<file path="src/rtl/core_defs_pkg.sv">
// Shared encodings between the microcoded control unit and the datapath:
// bus source codes, load-enable bit positions, increment bits and ALU opcodes.
package core_defs_pkg;

  localparam int unsigned DATA_W_DEFAULT = 16;
  localparam int unsigned WR_W           = 19;

  typedef enum logic [4:0] {
    RD_NONE  = 5'd0,
    RD_IR    = 5'd1,
    RD_PC    = 5'd2,
    RD_DR    = 5'd3,
    RD_RA    = 5'd4,
    RD_RB    = 5'd5,
    RD_RO    = 5'd6,
    RD_RN    = 5'd7,
    RD_RP    = 5'd8,
    RD_RC    = 5'd9,
    RD_RR    = 5'd10,
    RD_RT    = 5'd11,
    RD_AC    = 5'd12,
    RD_DRAM  = 5'd13,
    RD_IRTR  = 5'd14,
    RD_ACHI  = 5'd15,
    RD_RCOL1 = 5'd16,
    RD_RCOL2 = 5'd17
  } rd_src_e;

  localparam int unsigned WR_AR    = 0;
  localparam int unsigned WR_PC    = 1;
  localparam int unsigned WR_IR    = 2;
  localparam int unsigned WR_TR    = 3;
  localparam int unsigned WR_DR    = 4;
  localparam int unsigned WR_RA    = 5;  // RA..RT occupy bits 5..12
  localparam int unsigned WR_R     = 13;
  localparam int unsigned WR_AC    = 14;
  localparam int unsigned WR_ALU   = 15;
  localparam int unsigned WR_DRAM  = 16;
  localparam int unsigned WR_RCOL1 = 17;
  localparam int unsigned WR_RCOL2 = 18;

  localparam int unsigned INC_PC = 0;
  localparam int unsigned INC_AC = 1;

  typedef enum logic [2:0] {
    ALU_NOP  = 3'd0,
    ALU_ADD  = 3'd1,
    ALU_SUB  = 3'd2,
    ALU_MUL  = 3'd3,
    ALU_DEC  = 3'd4,
    ALU_CLR  = 3'd5,
    ALU_XOR  = 3'd6,
    ALU_PASS = 3'd7
  } alu_op_e;

endpackage

</file>
<file path="src/rtl/core_alu.sv">
// Combinational ALU operating on AC and R; all results wrap to DATA_W bits.
module core_alu
  import core_defs_pkg::*;
#(
  parameter int unsigned DATA_W = DATA_W_DEFAULT
) (
  input  logic [DATA_W-1:0] ac_i,
  input  logic [DATA_W-1:0] r_i,
  input  alu_op_e           op_i,
  output logic [DATA_W-1:0] result_o
);

  always_comb begin
    result_o = ac_i;
    case (op_i)
      ALU_ADD: result_o = ac_i + r_i;
      ALU_SUB: result_o = ac_i - r_i;
      ALU_MUL: result_o = ac_i * r_i;
      ALU_DEC: result_o = ac_i - DATA_W'(1);
      ALU_CLR: result_o = '0;
      ALU_XOR: result_o = ac_i ^ r_i;
      default: result_o = ac_i;
    endcase
  end

endmodule

</file>
<file path="src/rtl/processor_datapath.sv">
// Register-transfer datapath: bus mux, register file, AC/PC increment and z flag,
// driven each cycle by the micro-operation fields of the control unit.
module processor_datapath
  import core_defs_pkg::*;
#(
  parameter int unsigned DATA_W  = DATA_W_DEFAULT,
  parameter int unsigned PC_W    = 8,
  parameter int unsigned DADDR_W = 16
) (
  input  logic               clk,
  input  logic               rst,
  input  logic [4:0]         read_en,
  input  logic [WR_W-1:0]    write_en,
  input  logic [1:0]         inc_en,
  input  logic [2:0]         alu_op,
  input  logic [7:0]         iram_rdata,
  input  logic [7:0]         dram_rdata,
  output logic [PC_W-1:0]    iram_addr,
  output logic [DADDR_W-1:0] dram_addr,
  output logic [7:0]         dram_wdata,
  output logic               dram_we,
  output logic [7:0]         instruction,
  output logic               z
);

  logic [PC_W-1:0]             pc_q, pc_d;
  logic [7:0]                  ir_q, ir_d, tr_q, tr_d, dr_q, dr_d;
  logic [DADDR_W-1:0]          ar_q, ar_d;
  logic [DATA_W-1:0]           ac_q, ac_d, r_q, r_d;
  logic [DATA_W-1:0]           rcol1_q, rcol1_d, rcol2_q, rcol2_d;
  logic [7:0][DATA_W-1:0]      gp_q, gp_d;  // RA, RB, RO, RN, RP, RC, RR, RT
  logic                        z_q, z_d;
  logic [DATA_W-1:0]           bus;
  logic [DATA_W-1:0]           alu_res;

  core_alu #(
    .DATA_W(DATA_W)
  ) u_alu (
    .ac_i    (ac_q),
    .r_i     (r_q),
    .op_i    (alu_op_e'(alu_op)),
    .result_o(alu_res)
  );

  // Narrow sources are zero-extended by the '0 default.
  always_comb begin
    bus = '0;
    case (read_en)
      RD_IR:    bus[7:0] = ir_q;
      RD_PC:    bus[PC_W-1:0] = pc_q;
      RD_DR:    bus[7:0] = dr_q;
      RD_RA:    bus = gp_q[0];
      RD_RB:    bus = gp_q[1];
      RD_RO:    bus = gp_q[2];
      RD_RN:    bus = gp_q[3];
      RD_RP:    bus = gp_q[4];
      RD_RC:    bus = gp_q[5];
      RD_RR:    bus = gp_q[6];
      RD_RT:    bus = gp_q[7];
      RD_AC:    bus = ac_q;
      RD_DRAM:  bus[7:0] = dram_rdata;
      RD_IRTR:  bus[15:0] = {ir_q, tr_q};
      RD_ACHI:  bus[7:0] = ac_q[15:8];
      RD_RCOL1: bus = rcol1_q;
      RD_RCOL2: bus = rcol2_q;
      default:  bus = '0;
    endcase
  end

  always_comb begin
    pc_d    = pc_q;
    ir_d    = ir_q;
    tr_d    = tr_q;
    dr_d    = dr_q;
    ar_d    = ar_q;
    ac_d    = ac_q;
    r_d     = r_q;
    rcol1_d = rcol1_q;
    rcol2_d = rcol2_q;
    gp_d    = gp_q;
    z_d     = z_q;

    if (write_en[WR_AR])    ar_d = DADDR_W'(bus);
    if (write_en[WR_IR])    ir_d = iram_rdata;
    if (write_en[WR_TR])    tr_d = bus[7:0];
    if (write_en[WR_DR])    dr_d = bus[7:0];
    if (write_en[WR_R])     r_d = bus;
    if (write_en[WR_RCOL1]) rcol1_d = bus;
    if (write_en[WR_RCOL2]) rcol2_d = bus;
    for (int i = 0; i < 8; i++) begin
      if (write_en[WR_RA+i]) gp_d[i] = bus;
    end

    if (write_en[WR_PC]) begin
      pc_d = bus[PC_W-1:0];
    end else if (inc_en[INC_PC]) begin
      pc_d = pc_q + PC_W'(1);
    end

    // Bus load beats ALU; the increment rides on whichever AC source is chosen,
    // except that an ALU write swallows it. z follows only ALU/increment updates.
    if (write_en[WR_AC]) begin
      if (inc_en[INC_AC]) begin
        ac_d = bus + DATA_W'(1);
        z_d  = (ac_d == '0);
      end else begin
        ac_d = bus;
      end
    end else if (write_en[WR_ALU]) begin
      ac_d = alu_res;
      z_d  = (ac_d == '0);
    end else if (inc_en[INC_AC]) begin
      ac_d = ac_q + DATA_W'(1);
      z_d  = (ac_d == '0);
    end
  end

  always_ff @(posedge clk) begin
    if (rst) begin
      pc_q    <= '0;
      ir_q    <= '0;
      tr_q    <= '0;
      dr_q    <= '0;
      ar_q    <= '0;
      ac_q    <= '0;
      r_q     <= '0;
      rcol1_q <= '0;
      rcol2_q <= '0;
      gp_q    <= '0;
      z_q     <= 1'b1;
    end else begin
      pc_q    <= pc_d;
      ir_q    <= ir_d;
      tr_q    <= tr_d;
      dr_q    <= dr_d;
      ar_q    <= ar_d;
      ac_q    <= ac_d;
      r_q     <= r_d;
      rcol1_q <= rcol1_d;
      rcol2_q <= rcol2_d;
      gp_q    <= gp_d;
      z_q     <= z_d;
    end
  end

  assign iram_addr   = pc_q;
  assign dram_addr   = ar_q;
  assign dram_wdata  = bus[7:0];
  assign dram_we     = write_en[WR_DRAM];
  assign instruction = ir_q;
  assign z           = z_q;

endmodule

</file>
<file path="config.mk">
export PLATFORM = sky130hd
export DESIGN_NAME = processor_datapath
export DESIGN_NICKNAME = d
export VERILOG_FILES = /design/src/rtl/core_defs_pkg.sv /design/src/rtl/core_alu.sv /design/src/rtl/processor_datapath.sv
export SDC_FILE = /design/constraint.sdc
export NUM_CORES = 1
export LEC_CHECK = 0
export CELL_PAD_IN_SITES_DETAIL_PLACEMENT = 2
export CELL_PAD_IN_SITES_GLOBAL_PLACEMENT = 2
export CORE_MARGIN = 3
export CORE_UTILIZATION = 37
export CTS_CLUSTER_DIAMETER = 120
export CTS_CLUSTER_SIZE = 20
export DETAILED_ROUTE_END_ITERATION = 8
export PLACE_DENSITY = 0.93
export SETUP_SLACK_MARGIN = 0.15
export SYNTH_ARGS = -nofsm -noshare
export SYNTH_HDL_FRONTEND = slang
export SYNTH_SLANG_ARGS = --single-unit
</file>
<file path="constraint.sdc">
create_clock -name clk -period 8.6 [get_ports clk]
set_input_delay 0.86 -clock clk [delete_from_list [all_inputs] [get_ports clk]]
set_output_delay 0.86 -clock clk [all_outputs]
set_load 0.1 [all_outputs]
</file>
==> run_results.csv <==
group,metric,value,unit
logic_synthesis,netlist_instances,2146,
cts,cts_htree_levels,1,
die,core,0.04587,mm²
global_routing,grt_pass1_vias,19730,
job,drv_cap,0,
route,vias,17700,
worst_setup_path,cp-start-kind,"flip-flop",
timing,setup_violations,0,
finish,multiInputGateArea,0.01116,mm²
place,place.detailed.hpwl,57420,µm
cts,cts_resized,0,
timing,tightest_slew,1.311,ns
place,finalWeightedCongestion,0.8947,
cts,root_buffer,"clkbuf_16",
timing,fmax,0.1465,GHz
finish,nets,2300,
timing,skew,0.02609,ns
timing,relSlewSlack,0.1230,
worst_setup_path,path_cells,"nand2_1, fa_1, fa_1, fa_1, fa_1, inv_1, fa_1, inv_1, fa_1, inv_1, ha_1, or4_1, o22ai_1, o21bai_1, a21oi_1, xnor2_1, a21oi_1, or4b_2, o211ai_2",
logic_synthesis,synth_area,0.01740,mm²
cts,clkTransAtPathRegs,0.09,ns
timing,final.setup.tns,0,ns
logic_synthesis,syn-num-nets,2351,
worst_setup_path,crit_path_max_fanout,20,
cts,clkSinkCount,241,
finish,final_cells,2697,
die,ios,89,
timing,fin_crit,6.826,ns
route,wirelength,82970,µm
timing,rsz0062_at_grt,"no",
route,drtAntennaViolNets,0,
place,placed_area,0.01855,mm²
place,dp.cells,2677,
logic_synthesis,synthDistinctLibCells,95,
hold_path,holdPathEnd,"gp_q[26]$_SDFFE_PP0P_",
global_routing,antenna_found_initial,1,
hold_path,hold_path_class,"reg -> reg",
worst_setup_path,worst-setup-path-type,"reg -> reg",
global_routing,grt_max_degree,106,
die,dieHeight,222.9,µm
logic_synthesis,ys_seq_area_frac,0.2773,
worst_setup_path,cp_data_required_time,9.04,ns
power,cellLeakagePower,7.539,nW
power,ir_drop,0.1168,mV
cts,post-cts-setup-buffer-count,0,
route,drtPass1Iterations,5,
die,fp-row-count,78,
logic_synthesis,async_flop_share,0,
logic_synthesis,avgSynthCellArea,8.108,µm²
die,fp.dieW,222.9,µm
cts,clock_latency,0.52,ns
finish,drive_above_1_share,0.05296,
cts,clock_path_buffers,3,
power,p_per_area,157.7,mW/mm²
finish,num-fill-cells,5058,
hold_path,hold_start,"gp_q[26]$_SDFFE_PP0P_",
worst_setup_path,max_stage_delay,0.82,ns
route,drc,0,
die,start_util,0.3793,
cts,hold_buffers,0,
worst_setup_path,path_common_cell,"fa_1",
timing,timing.final.crit_share,0.7937,
logic_synthesis,synthFlopType,"dfxtp_1",
worst_setup_path,r2r_slack,1.77,ns
worst_setup_path,rr_worst_depth,19,
finish,final_area,0.01900,mm²
worst_setup_path,worst_path_max_delay_cell,"dfxtp_1",
logic_synthesis,synth_seq_cells,241,
outcome,status,"finished, final reports clean",
worst_setup_path,timing.rr.end,"z$_SDFFE_PP1P_",
global_routing,track_usage,0.3237,
place,port_buffers,86,
global_routing,overflow,0,
hold_path,whs_path_depth,2,
timing,final_hold_viol_count,0,
route,drt_iter0_drc,1771,
die,die_area,0.04966,mm²
finish,area_growth_syn_to_layout,9.205,%
logic_synthesis,yosysWarnings,0,
global_routing,grt_pass1_wl,125500,µm
cts,numCtsBuffers,16,
worst_setup_path,rr_startpoint,"r_q[2]$_SDFFE_PP0P_",
logic_synthesis,synth_edf_count,0,
finish,regArea,0.004825,mm²
worst_setup_path,cp.arrival,7.27,ns
route,avgRoutedWirePerCell,30.76,µm
timing,slew_viol_final,0,
route,vias_per_cell,6.562,
worst_setup_path,end_kind,"flip-flop",
cts,cts_tree,"built",
sequential cells by signal (all words and copies together), names as in the netlist, 8 cells and up:
signal	cells
instruction	8
tr_q	8
dr_q	8
rcol2_q	16
rcol1_q	16
ac_q	16
gp_q	128
iram_addr	8
dram_addr	16
r_q	16
how the worst max path moves through the flow:
stage / endpoint / slack (ns) / cells past startpoint / start
floorplan: z$_SDFFE_PP1P_ / 2.43 / 21 / ac_q[10]$_SDFFE_PP0P_
global placement: z$_SDFFE_PP1P_ / 2.11 / 19 / r_q[2]$_SDFFE_PP0P_
detailed placement: z$_SDFFE_PP1P_ / 1.78 / 19 / r_q[2]$_SDFFE_PP0P_
CTS: z$_SDFFE_PP1P_ / 1.77 / 19 / r_q[2]$_SDFFE_PP0P_
global route: z$_SDFFE_PP1P_ / 1.55 / 19 / r_q[1]$_SDFFE_PP0P_
finish: z$_SDFFE_PP1P_ / 1.77 / 19 / r_q[2]$_SDFFE_PP0P_
cell usage after synthesis (7+ instances only):
| cell | number | area share |
|---|---|---|
| nor2_1 | 297 | 0.064 |
| dfxtp_1 | 241 | 0.28 |
| a211oi_1 | 230 | 0.099 |
| clkbuf_1 | 156 | 0.034 |
| inv_1 | 140 | 0.030 |
| nand2_1 | 137 | 0.030 |
| fa_1 | 81 | 0.093 |
| nand3_1 | 81 | 0.023 |
| and2_1 | 78 | 0.028 |
| ha_1 | 77 | 0.055 |
| xnor2_1 | 56 | 0.028 |
| o21ai_0 | 45 | 0.013 |
| a21oi_1 | 44 | 0.013 |
| a22oi_1 | 38 | 0.016 |
| and3_1 | 35 | 0.013 |
| nand4_1 | 30 | 0.011 |
| xor2_1 | 30 | 0.015 |
| buf_2 | 29 | 0.0083 |
| nor3_1 | 26 | 0.0075 |
| buf_4 | 17 | 0.0073 |
| mux2i_1 | 17 | 0.0098 |
| a22o_1 | 15 | 0.0076 |
| a31oi_1 | 15 | 0.0054 |
| nor2b_1 | 12 | 0.0043 |
| o21a_1 | 12 | 0.0052 |
| and4_1 | 11 | 0.0055 |
| nor4_1 | 10 | 0.0036 |
| a2111oi_0 | 9 | 0.0045 |
| nand2b_1 | 9 | 0.0032 |
| or3_1 | 9 | 0.0032 |
| a211o_1 | 8 | 0.0040 |
| a21o_1 | 7 | 0.0030 |
| a221oi_1 | 7 | 0.0035 |
| buf_1 | 7 | 0.0015 |
cell type report:
class | count | share of cell area
Multi-Input combinational cell | 1551 | 0.5876
Sequential cell | 241 | 0.2539
Timing Repair Buffer | 142 | 0.06697
Tap cell | 600 | 0.03951
Inverter | 143 | 0.02825
Clock buffer | 17 | 0.02239
Clock inverter | 2 | 0.001251
Antenna cell | 1 | 0.0001317
layout by cell type, fill, tap and decap left out, types with 5 or more instances in the layout:
| cell type | n |
|---|---|
| xnor2_1 | 56 |
| a21oi_1 | 44 |
| nor2b_1 | 11 |
| nand2b_1 | 9 |
| a21o_1 | 7 |
| and3_1 | 35 |
| a22o_1 | 15 |
| inv_1 | 140 |
| a2111oi_0 | 9 |
| dfxtp_1 | 241 |
| nor3_1 | 23 |
| clkdlybuf4s50_1 | 83 |
| o31ai_1 | 5 |
| o31a_1 | 5 |
| a211o_1 | 8 |
| and2_1 | 78 |
| o21ai_0 | 45 |
| a211oi_1 | 229 |
| nor3b_1 | 6 |
| nand3_1 | 81 |
| a31oi_1 | 15 |
| or3_1 | 9 |
| xor2_1 | 30 |
| and4_1 | 11 |
| a22oi_1 | 38 |
| clkbuf_16 | 17 |
| nand2_1 | 137 |
| nor3_2 | 5 |
| nor2_1 | 296 |
| nand4_1 | 30 |
| a221oi_1 | 7 |
| nor4_1 | 10 |
| fa_1 | 81 |
| ha_1 | 77 |
| a311oi_1 | 5 |
| nand3b_1 | 6 |
| buf_4 | 56 |
| o21a_1 | 12 |
| mux2i_1 | 17 |
worst max-delay path: cells and delay by family, from the launching register on:
family	cells	cell delay [ns]
XOR/XNOR	1	0.12
flip-flops	1	0.82
buffers and inverters	3	0.20
AO/OA/AOI/OAI	5	0.90
AND/OR/NAND/NOR	3	1.38
adder cells (fa/ha/maj)	7	3.30
kinds of logic after synthesis:
logic type               count (synthesis)  synth area share
XOR/XNOR                                86           0.04329
flip-flops                             241            0.2773
adder cells (fa/ha/maj)                159            0.1491
AO/OA/AOI/OAI                          497            0.2086
multiplexers                            17          0.009780
AND/OR/NAND/NOR                        792            0.2289
buffers and inverters                  354           0.08299
where the power goes:
| part | leakage, nW | switching, W | internal (W) |
|---|---|---|---|
| logic | 5.33 | 0.000621 | 0.000291 |
| registers | 1.99 | 0.0000964 | 0.00119 |
| clock network | 0.217 | 0.000440 | 0.000360 |
metal layers:
metal	wire length, µm	global-route usage	vias to the layer above
met5	0	0	-
met4	5290	0.1762	0
met3	6029	0.05434	312
met2	40120	0.5566	957
met1	31530	0.3853	9024
li1	-	-	7405
metrics by stage:
stage	util	worst slack (ns)	total power, W	hold slack, ns
2_1_floorplan	-	2.428	0.001846	0.4583
3_3_place_gp	0.4044	2.111	0.002109	0.4694
3_5_place_dp	0.4044	1.782	0.002182	0.4827
4_1_cts	0.4142	1.773	0.002968	0.5012
5_1_grt	0.4142	1.552	0.003102	0.5154
6_report	0.4142	1.774	0.002996	0.4970
Power figures use the tool's default switching activity.
